**src/rtl/writeback_stage_if.sv**
```systemverilog
// Bus between the MEM stage and the writeback stage: MEM-stage result in,
// register-file write port and EX-stage forwarding bus out.
interface writeback_stage_if #(
  parameter int XLEN      = 32,
  parameter int NREG_BITS = 5
);
  logic                 mem_valid;
  logic                 mem_reg_write;
  logic [NREG_BITS-1:0] mem_rd;
  logic [1:0]           mem_sel;
  logic [XLEN-1:0]      mem_alu_result;
  logic [XLEN-1:0]      mem_pc_plus4;
  logic [XLEN-1:0]      mem_load_word;
  logic [2:0]           mem_funct3;

  logic [NREG_BITS-1:0] write_addr;
  logic                 write_enable;
  logic [XLEN-1:0]      write_data;
  logic                 fwd_valid;
  logic [NREG_BITS-1:0] fwd_rd;
  logic [XLEN-1:0]      fwd_data;
  logic                 load_err;

  modport master (
    output mem_valid, mem_reg_write, mem_rd, mem_sel,
           mem_alu_result, mem_pc_plus4, mem_load_word, mem_funct3,
    input  write_addr, write_enable, write_data,
           fwd_valid, fwd_rd, fwd_data, load_err
  );

  modport slave (
    input  mem_valid, mem_reg_write, mem_rd, mem_sel,
           mem_alu_result, mem_pc_plus4, mem_load_word, mem_funct3,
    output write_addr, write_enable, write_data,
           fwd_valid, fwd_rd, fwd_data, load_err
  );
endinterface

```
**src/rtl/writeback_stage.sv**
```systemverilog
// rv32i writeback stage: registers the MEM result, aligns/extends loads and
// drives the register-file write port once per retired instruction.
// Optional macro WB_INSTRET_EN adds a 64-bit retired-instruction counter.
module writeback_stage #(
  parameter int XLEN      = 32,
  parameter int NREG_BITS = 5
) (
  input  logic              clk,
  input  logic              rst_n,
  input  logic              stall,
  input  logic              flush,
  writeback_stage_if.slave  wb_if
`ifdef WB_INSTRET_EN
  ,
  output logic [63:0]       instret
`endif
);

  localparam logic [1:0] SEL_ALU  = 2'b00;
  localparam logic [1:0] SEL_LOAD = 2'b01;
  localparam logic [1:0] SEL_PC4  = 2'b10;

  logic                 r_valid;
  logic                 r_done;
  logic                 r_reg_write;
  logic [NREG_BITS-1:0] r_rd;
  logic [1:0]           r_sel;
  logic [XLEN-1:0]      r_alu_result;
  logic [XLEN-1:0]      r_pc_plus4;
  logic [XLEN-1:0]      r_load_word;
  logic [2:0]           r_funct3;

  logic [7:0]           w_byte;
  logic [15:0]          w_half;
  logic [XLEN-1:0]      w_load_data;
  logic                 w_funct3_bad;
  logic                 w_err;
  logic                 w_commit;
  logic                 w_write_enable;
  logic [XLEN-1:0]      w_src_data;

  // WB pipeline register; r_done marks that the held instruction already had its commit cycle
  always_ff @(posedge clk or negedge rst_n) begin
    if (!rst_n) begin
      r_valid      <= 1'b0;
      r_done       <= 1'b0;
      r_reg_write  <= 1'b0;
      r_rd         <= {NREG_BITS{1'b0}};
      r_sel        <= 2'b00;
      r_alu_result <= {XLEN{1'b0}};
      r_pc_plus4   <= {XLEN{1'b0}};
      r_load_word  <= {XLEN{1'b0}};
      r_funct3     <= 3'b000;
    end else if (flush) begin
      r_valid <= 1'b0;
      r_done  <= 1'b0;
    end else if (!stall) begin
      r_valid      <= wb_if.mem_valid;
      r_done       <= 1'b0;
      r_reg_write  <= wb_if.mem_reg_write;
      r_rd         <= wb_if.mem_rd;
      r_sel        <= wb_if.mem_sel;
      r_alu_result <= wb_if.mem_alu_result;
      r_pc_plus4   <= wb_if.mem_pc_plus4;
      r_load_word  <= wb_if.mem_load_word;
      r_funct3     <= wb_if.mem_funct3;
    end else begin
      r_done <= 1'b1;
    end
  end

  // Byte lane selected by the low address bits
  always_comb begin
    w_byte = 8'h00;
    case (r_alu_result[1:0])
      2'b00:   w_byte = r_load_word[7:0];
      2'b01:   w_byte = r_load_word[15:8];
      2'b10:   w_byte = r_load_word[23:16];
      2'b11:   w_byte = r_load_word[31:24];
      default: w_byte = 8'h00;
    endcase
  end

  // Halfword misalignment is trapped upstream, so address bit 0 is ignored here
  assign w_half = r_alu_result[1] ? r_load_word[31:16] : r_load_word[15:0];

  // Load extension by funct3
  always_comb begin
    w_load_data  = {XLEN{1'b0}};
    w_funct3_bad = 1'b0;
    case (r_funct3)
      3'b000:  w_load_data = {{(XLEN-8){w_byte[7]}}, w_byte};
      3'b100:  w_load_data = {{(XLEN-8){1'b0}}, w_byte};
      3'b001:  w_load_data = {{(XLEN-16){w_half[15]}}, w_half};
      3'b101:  w_load_data = {{(XLEN-16){1'b0}}, w_half};
      3'b010:  w_load_data = r_load_word;
      default: w_funct3_bad = 1'b1;
    endcase
  end

  // Writeback source select; the reserved encoding writes nothing
  always_comb begin
    w_src_data = {XLEN{1'b0}};
    case (r_sel)
      SEL_ALU:  w_src_data = r_alu_result;
      SEL_LOAD: w_src_data = w_load_data;
      SEL_PC4:  w_src_data = r_pc_plus4;
      default:  w_src_data = {XLEN{1'b0}};
    endcase
  end

  assign w_err = r_valid & ((r_sel == 2'b11) | ((r_sel == SEL_LOAD) & w_funct3_bad));
  assign w_commit = r_valid & ~r_done & ~w_err;
  assign w_write_enable = w_commit & r_reg_write & (r_rd != {NREG_BITS{1'b0}});

  assign wb_if.write_enable = w_write_enable;
  assign wb_if.write_addr   = r_valid ? r_rd : {NREG_BITS{1'b0}};
  assign wb_if.write_data   = r_valid ? w_src_data : {XLEN{1'b0}};
  assign wb_if.load_err     = w_err & ~r_done;

  assign wb_if.fwd_valid = wb_if.write_enable;
  assign wb_if.fwd_rd    = wb_if.write_addr;
  assign wb_if.fwd_data  = wb_if.write_data;

`ifdef WB_INSTRET_EN
  // Retired-instruction counter; counts every commit, including rd=x0 and no-write ops
  always_ff @(posedge clk or negedge rst_n) begin
    if (!rst_n) begin
      instret <= 64'd0;
    end else if (w_commit) begin
      instret <= instret + 64'd1;
    end else begin
      instret <= instret;
    end
  end
`endif

endmodule

```
**src/flat_wrapper.sv**
```systemverilog
// flat-port wrapper written by rule: the top's interface ports become plain ports
module writeback_stage_flat 
#(
  parameter int XLEN      = 32,
  parameter int NREG_BITS = 5
)
  (clk, rst_n, stall, flush, wb_if_mem_valid, wb_if_mem_reg_write, wb_if_mem_rd, wb_if_mem_sel, wb_if_mem_alu_result, wb_if_mem_pc_plus4, wb_if_mem_load_word, wb_if_mem_funct3, wb_if_write_addr, wb_if_write_enable, wb_if_write_data, wb_if_fwd_valid, wb_if_fwd_rd, wb_if_fwd_data, wb_if_load_err);
  writeback_stage_if #(.XLEN(XLEN), .NREG_BITS(NREG_BITS)) wb_if_i ();
  input  logic clk;
  input  logic rst_n;
  input  logic stall;
  input  logic flush;
  input wire logic [$bits(wb_if_i.mem_valid)-1:0] wb_if_mem_valid;
  input wire logic [$bits(wb_if_i.mem_reg_write)-1:0] wb_if_mem_reg_write;
  input wire logic [$bits(wb_if_i.mem_rd)-1:0] wb_if_mem_rd;
  input wire logic [$bits(wb_if_i.mem_sel)-1:0] wb_if_mem_sel;
  input wire logic [$bits(wb_if_i.mem_alu_result)-1:0] wb_if_mem_alu_result;
  input wire logic [$bits(wb_if_i.mem_pc_plus4)-1:0] wb_if_mem_pc_plus4;
  input wire logic [$bits(wb_if_i.mem_load_word)-1:0] wb_if_mem_load_word;
  input wire logic [$bits(wb_if_i.mem_funct3)-1:0] wb_if_mem_funct3;
  output wire logic [$bits(wb_if_i.write_addr)-1:0] wb_if_write_addr;
  output wire logic [$bits(wb_if_i.write_enable)-1:0] wb_if_write_enable;
  output wire logic [$bits(wb_if_i.write_data)-1:0] wb_if_write_data;
  output wire logic [$bits(wb_if_i.fwd_valid)-1:0] wb_if_fwd_valid;
  output wire logic [$bits(wb_if_i.fwd_rd)-1:0] wb_if_fwd_rd;
  output wire logic [$bits(wb_if_i.fwd_data)-1:0] wb_if_fwd_data;
  output wire logic [$bits(wb_if_i.load_err)-1:0] wb_if_load_err;
  assign wb_if_i.mem_valid = wb_if_mem_valid;
  assign wb_if_i.mem_reg_write = wb_if_mem_reg_write;
  assign wb_if_i.mem_rd = wb_if_mem_rd;
  assign wb_if_i.mem_sel = wb_if_mem_sel;
  assign wb_if_i.mem_alu_result = wb_if_mem_alu_result;
  assign wb_if_i.mem_pc_plus4 = wb_if_mem_pc_plus4;
  assign wb_if_i.mem_load_word = wb_if_mem_load_word;
  assign wb_if_i.mem_funct3 = wb_if_mem_funct3;
  assign wb_if_write_addr = wb_if_i.write_addr;
  assign wb_if_write_enable = wb_if_i.write_enable;
  assign wb_if_write_data = wb_if_i.write_data;
  assign wb_if_fwd_valid = wb_if_i.fwd_valid;
  assign wb_if_fwd_rd = wb_if_i.fwd_rd;
  assign wb_if_fwd_data = wb_if_i.fwd_data;
  assign wb_if_load_err = wb_if_i.load_err;
  writeback_stage #(.XLEN(XLEN), .NREG_BITS(NREG_BITS)) u_core (.clk(clk), .rst_n(rst_n), .stall(stall), .flush(flush), .wb_if(wb_if_i));
endmodule
```
**config.mk**
```make
export PLATFORM = sky130hd
export DESIGN_NAME = writeback_stage_flat
export DESIGN_NICKNAME = d
export VERILOG_FILES = /design/src/rtl/writeback_stage_if.sv /design/src/rtl/writeback_stage.sv /design/src/flat_wrapper.sv
export SDC_FILE = /design/constraint.sdc
export NUM_CORES = 1
export LEC_CHECK = 0
export CAP_MARGIN = 30
export CORE_AREA = 5 5 139 115
export CTS_CLUSTER_SIZE = 24
export DETAILED_ROUTE_END_ITERATION = 10
export DIE_AREA = 0 0 144 120
export PLACE_DENSITY_LB_ADDON = 0.1
export SETUP_SLACK_MARGIN = 0.02
export SLEW_MARGIN = 0
export SYNTH_ARGS = -nofsm -noshare
export SYNTH_HDL_FRONTEND = slang
export SYNTH_SLANG_ARGS = --single-unit
export TNS_END_PERCENT = 30
```
**constraint.sdc**
```tcl
create_clock -name clk -period 3.1 [get_ports clk]
set_clock_uncertainty 0.05 [all_clocks]
set_input_delay 0.465 -clock clk [delete_from_list [all_inputs] [get_ports clk]]
set_output_delay 0.465 -clock clk [all_outputs]
set_load 0.03 [all_outputs]
```
==> flow_summary.json, run 1 <==
{
  "status": "finished clean",
  "die_height_um": 120,
  "dp.cells": 757,
  "grt_max_degree": 108,
  "antenna_found_initial": 0,
  "timing.rr.end": "u_core.r_sel[1]",
  "cp.arrival_ns": 2.46,
  "ys_warn_count": 0,
  "synth_top_flop_cell": "dfrtp_1",
  "regToRegSetupSlack_ns": 1.97,
  "yosys.area.top_type": "dfrtp_1",
  "wl_met3_mm": 1.06,
  "grt.overflow.total": 0,
  "cts_hold_buf": 0,
  "rows": 40,
  "cellLeakagePower_nw": 3.32,
  "clk_latency_ns": 0.35,
  "r2r_start": "u_core.r_sel[1]",
  "required_ns": 2.58,
  "drc_errors": 0,
  "wl_per_cell_um": 19.9,
  "hold_violations": 0,
  "cts_tree": "yes",
  "finalWorstSetupSlack_ns": 0.125,
  "tightestPinTransition_ns": 0.699,
  "cp_max_fo": 7,
  "yosysSeqAreaShare_pct": 48.4,
  "nets": 695,
  "yosys-top-cells-area": "dfrtp_1, mux2_2, buf_4, mux2i_1, a221oi_1",
  "place_area_sq_um": 7320,
  "setup_violations": 0,
  "drtIter0Drc": 170,
  "rsz0062_at_grt": "yes",
  "post-dp-hpwl_mm": 11.5,
  "synth_fp_nets": 549,
  "synthCells": 437,
  "fillers": 1251,
  "worstPathCellList": "mux4_2 > nor3b_4 > buf_4 > a221oi_2 > o22ai_1 > dlygate4sd2_1",
  "wl_met2_mm": 7.05,
  "synth-seq-cells": 109,
  "cp-startpoint": "u_core.r_alu_result[1]",
  "fin_setup_tns_ns": 0,
  "dieArea_sq_um": 17300,
  "worstSetupPathType": "register to output pin",
  "cts_buffer_depth": 2,
  "cts-root-buf": "clkbuf_16",
  "place_ws_ns": 0.173,
  "track_usage_pct": 18.1,
  "netlist_area_sq_um": 5640,
  "final_cell_area_sq_um": 7740,
  "r2r_cells": 2,
  "grt_pass1_wl_mm": 24.0,
  "finalCritPeriodShare_pct": 96.0,
  "postSynthAreaPerCell_sq_um": 12.9,
  "grt_pass1_vias": 4347,
  "utilization_pct": 53.1,
  "vdd_drop_max_v": 0.000295,
  "drtPass1Iterations": 4,
  "layout-drive-gt1-share_pct": 41.2,
  "total_power_mw": 4.15,
  "synth-edff-count": 0,
  "wl_mm": 15.4,
  "maxCapViolCount": 0,
  "fmax_mhz": 336,
  "slowest_stage": "mux4_2",
  "io_pins": 189,
  "path_clk_slew_ns": 0.07,
  "start_util_pct": 38.7,
  "viasPerCell": 5.11,
  "powerDensity_nw_per_um2": 537,
  "yosysTopAreaCellShare_pct": 48.4,
  "instances_no_fill": 777,
  "hold_slack_ns": 0.0969,
  "synthToLayoutAreaGrowth_pct": 37.2,
  "die_w_um": 144,
  "highest_layer": "met4",
  "route.antenna.remaining_nets": 0,
  "port_buffers": 188,
  "cpPeakStageDelay_ns": 0.52,
  "gp_congestion": 0.789,
  "synthArstFlopShare_pct": 100,
  "fin_crit_ns": 2.97,
  "relSlewSlack_pct": 53.4,
  "core_sq_um": 14600,
  "clock-sinks": 109,
  "hp-class": "primary input to async pin",
  "htreeDepth": 3,
  "synthDistinctLibCells": 32,
  "worstSetupEndpointType": "output pin",
  "drv_slew": 0,
  "via_count": 3969,
  "numCtsBuffers": 9,
  "startpoint_type": "register",
  "m1WireLength_mm": 7.19,
  "n_antenna_cell": 0
}
-- cell families (layout without fill, tap and decap cells) --
group	count (synthesis)	after routing	share of synthesized area (%)
and+or+nand+nor	41	41	4.17
buffers and inverters	69	220	7.57
muxes	159	159	31.5
AOI/OAI and AO/OA	59	59	8.34
DFF	109	109	48.4
-- layout make-up --
type,count,area (sq um),area share (%)
flip-flops and latches,109,2730,35.3
repair buffers,202,1900,24.5
clock inverters,5,83.8,1.08
well taps,189,236,3.06
inverters,2,7.51,0.0970
clock buffers,11,243,3.14
multi-input cells,259,2540,32.8
-- cell usage after synthesis, types with 2 or more instances --
cell      instances
buf_6             2
a21oi_1           8
o21ai_0           7
nor3_1            2
a21o_1            2
nand2b_1          2
a221o_1           6
nor3b_2           2
o22ai_1           8
a221o_2          10
a221oi_1         15
buf_1             3
mux2i_1          19
nand2_1           8
and2_1            5
clkbuf_1         16
buf_2             8
nor2b_1           4
dfrtp_1         109
nor2_1           13
buf_4            38
mux2_2          139
inv_1             2
-- report_power, final --
group / total [mW] / internal, mW / switching (mW)
registers: 1.79 / 1.63 / 0.163
logic: 1.10 / 0.598 / 0.504
clock network: 1.26 / 0.732 / 0.526
total: 4.15 / 2.96 / 1.19
-- cell usage in the layout, fill, tap and decap left out, types with 2 or more instances in the layout --
cell type and instances:
mux2_2 139, clkdlybuf4s50_1 123, dfrtp_1 108, buf_4 60
mux2i_1 19, nor2_1 12, dlygate4sd2_1 11, a221o_2 10
a221oi_1 10, clkbuf_16 9, nand2_1 8, o22ai_1 8
a21oi_1 8, o21ai_0 7, a221o_1 6, and2_1 5
a221oi_2 5, nor2b_1 4, dlymetal6s2s_1 4, buf_12 3
nor3b_4 2, inv_1 2, nand2b_1 2, a21o_1 2
nor3_1 2, clkinvlp_4 2, bufinv_16 2
-- worst max-delay path by stage --
| stage | endpoint | slack [ns] | cells past startpoint |
|---|---|---|---|
| floorplan | wb_if_write_data[0] | 0.36 | 6 |
| global placement | wb_if_fwd_data[10] | 0.23 | 5 |
| detailed placement | wb_if_fwd_data[10] | 0.17 | 4 |
| CTS | wb_if_write_data[8] | -0.11 | 5 |
| global route | wb_if_fwd_data[15] | 0.02 | 6 |
| finish | wb_if_write_data[10] | 0.13 | 6 |
-- worst max-delay path, delay by kind of cell (launching register included) --
kind / cells / cell delay (ns)
compound gates: 2 / 0.42
simple gates: 1 / 0.20
flops: 1 / 0.40
buf+inv: 2 / 0.56
mux: 1 / 0.52
-- routing by layer --
metal	up-vias	GRT usage, %
li1	1868	-
met1	1970	26.0
met2	121	27.2
met3	10	5.34
met4	0	3.59
met5	-	0
-- sequential cells by signal, summed over array words and instances (netlist names) --
name and flops:
u_core.r_funct3 3, u_core.r_pc_plus4 32, u_core.r_valid 1, u_core.r_rd 5, u_core.r_alu_result 32, u_core.r_reg_write 1, u_core.r_load_word 32, u_core.r_done 1
u_core.r_sel 2
-- what timing repair did --
action / 4_1_cts / 5_1_grt
resized for setup: 16 / 10
setup endpoints to repair: 49 / 38
setup buffers: 2 / 2
endpoints found under the hold margin: 0 / 0
(Power assumes the default switching activity.)
==> run 2: changes to the inputs <==
PLACE_DENSITY = 0.7   (was unset)
PLACE_DENSITY_LB_ADDON = unset   (was 0.1)
==> run 2 against run 1 <==
Via count increased by 2.2%. Cell area about the same. Register-to-register slack got worse by 0.27 ns. Final cell count increased by 0.13%. First-iteration DRC count decreased by 27%. Sequential share of layout area about the same. Sequential power about the same. Total power decreased by 0.26%. Core utilization about the same. Maximum frequency decreased by 0.41%. Count of clock-buffer cells in the layout decreased by 2. Non-clock buffer count increased by 1. Critical path type unchanged.
==> flow_summary.json, run 2 (same netlist as run 1, synthesis figures left out) <==
{
  "synthToLayoutAreaGrowth_pct": 37.2,
  "grt.overflow.total": 0,
  "rsz0062_at_grt": "yes",
  "drtPass1Iterations": 4,
  "die_height_um": 120,
  "gp_congestion": 0.768,
  "drv_slew": 0,
  "viasPerCell": 5.21,
  "wl_per_cell_um": 20.4,
  "grt_max_degree": 104,
  "slowest_stage": "clkdlybuf4s50_1",
  "fmax_mhz": 335,
  "powerDensity_nw_per_um2": 535,
  "die_w_um": 144,
  "m1WireLength_mm": 6.96,
  "via_count": 4057,
  "grt_pass1_wl_mm": 24.8,
  "setup_violations": 0,
  "fin_setup_tns_ns": 0,
  "htreeDepth": 3,
  "n_antenna_cell": 0,
  "hp-class": "register to register",
  "wl_met3_mm": 1.46,
  "clock-sinks": 109,
  "reg_top3": "u_core.r_alu_result (32), u_core.r_load_word (32), u_core.r_pc_plus4 (32)",
  "layout-drive-gt1-share_pct": 39.7,
  "highest_layer": "met4",
  "cpPeakStageDelay_ns": 0.62,
  "wl_mm": 15.9,
  "cts-root-buf": "clkbuf_16",
  "place_area_sq_um": 7380,
  "core_sq_um": 14600,
  "cellLeakagePower_nw": 3.30,
  "cp.arrival_ns": 2.47,
  "worstSetupEndpointType": "output pin",
  "path_buf_inv": 1,
  "post-dp-hpwl_mm": 11.7,
  "hold_violations": 0,
  "route.antenna.remaining_nets": 0,
  "drc_errors": 0,
  "io_pins": 189,
  "clk_latency_ns": 0.35,
  "worstPathCellList": "nand2b_2 > mux2_2 > a221oi_1 > a21oi_1 > clkdlybuf4s50_1",
  "cts_buffer_depth": 2,
  "nets": 696,
  "layout_common_cells": "mux2_2, clkdlybuf4s50_1, dfrtp_1, buf_4, mux2i_1",
  "utilization_pct": 53.1,
  "startpoint_type": "register",
  "cp_max_fo": 7,
  "multi_input_area_sq_um": 2500,
  "fin_crit_ns": 2.99,
  "fillers": 1276,
  "port_buffers": 188,
  "final_common_cell": "mux2_2",
  "status": "finished clean",
  "antenna_found_initial": 0,
  "drtIter0Drc": 124,
  "dieArea_sq_um": 17300,
  "final_cell_area_sq_um": 7730,
  "grt_pass1_vias": 4557,
  "total_power_mw": 4.14,
  "finalCritPeriodShare_pct": 96.4,
  "wl_met2_mm": 7.24,
  "track_usage_pct": 18.6,
  "path_clk_slew_ns": 0.07,
  "cts_tree": "yes",
  "maxCapViolCount": 0,
  "vdd_drop_max_v": 0.000303,
  "tightestPinTransition_ns": 0.584,
  "cp_top_family": "buffers and inverters",
  "start_util_pct": 38.7,
  "regToRegSetupSlack_ns": 1.70,
  "relSlewSlack_pct": 61.1,
  "required_ns": 2.58,
  "rows": 40,
  "regArea_sq_um": 2730,
  "hold_slack_ns": 0.455,
  "worstSetupPathType": "register to output pin",
  "numCtsBuffers": 9
}
[run 2: metal layers]
| metal | track usage [%] | vias up |
|---|---|---|
| met5 | 0 | - |
| met3 | 6.06 | 20 |
| met1 | 24.8 | 1994 |
| met2 | 29.1 | 163 |
| li1 | - | 1880 |
| met4 | 4.94 | 0 |
[run 2: final timing paths]
| check | from | to | cells past startpoint |
|---|---|---|---|
| setup / recovery | u_core.r_funct3[0] | wb_if_write_data[4] | 5 |
| hold / removal | u_core.r_pc_plus4[22] | u_core.r_pc_plus4[22] | 1 |
| setup reg to reg | u_core.r_sel[1] | u_core.r_sel[1] | 2 |
| hold reg to reg | u_core.r_pc_plus4[22] | u_core.r_pc_plus4[22] | 1 |
| max in group asynchronous | rst_n | u_core.r_sel[1] | 3 |
| min in group asynchronous | rst_n | u_core.r_alu_result[28] | 2 |
[run 2: through the flow]
step | instances | setup slack (ns)
floorplan | 437 | 0.361
global placement | 759 | 0.222
detailed placement | 759 | 0.0778
CTS | 778 | 0.0243
global route | 778 | 0.0157
finish | 778 | 0.113
[run 2: report_power, final]
| part | total (mW) | switching [mW] | internal (mW) |
|---|---|---|---|
| clock network | 1.26 | 0.540 | 0.723 |
| logic | 1.07 | 0.487 | 0.588 |
| registers | 1.80 | 0.174 | 1.63 |
[run 2: final cells by class]
cell class | count | share of cell area [%]
Tap cell | 189 | 3.06
Multi-Input combinational cell | 259 | 32.4
Clock inverter | 7 | 1.36
Sequential cell | 109 | 35.3
Inverter | 2 | 0.0971
Clock buffer | 9 | 2.91
Timing Repair Buffer | 203 | 24.9
[run 2: what timing repair did]
action	4_1_cts	5_1_grt
hold buffers	1	0
endpoints found under the setup margin	54	11
endpoints found under the hold margin	24	0
setup buffers	2	0
gates resized for setup	19	5
pin swaps	1	0
[run 2: worst reg2reg max path, delay by kind of cell, from the launching register on]
family	cells	cell delay [ns]
buffers and inverters	1	0.47
flip-flops	1	0.56
multiplexers	1	0.25
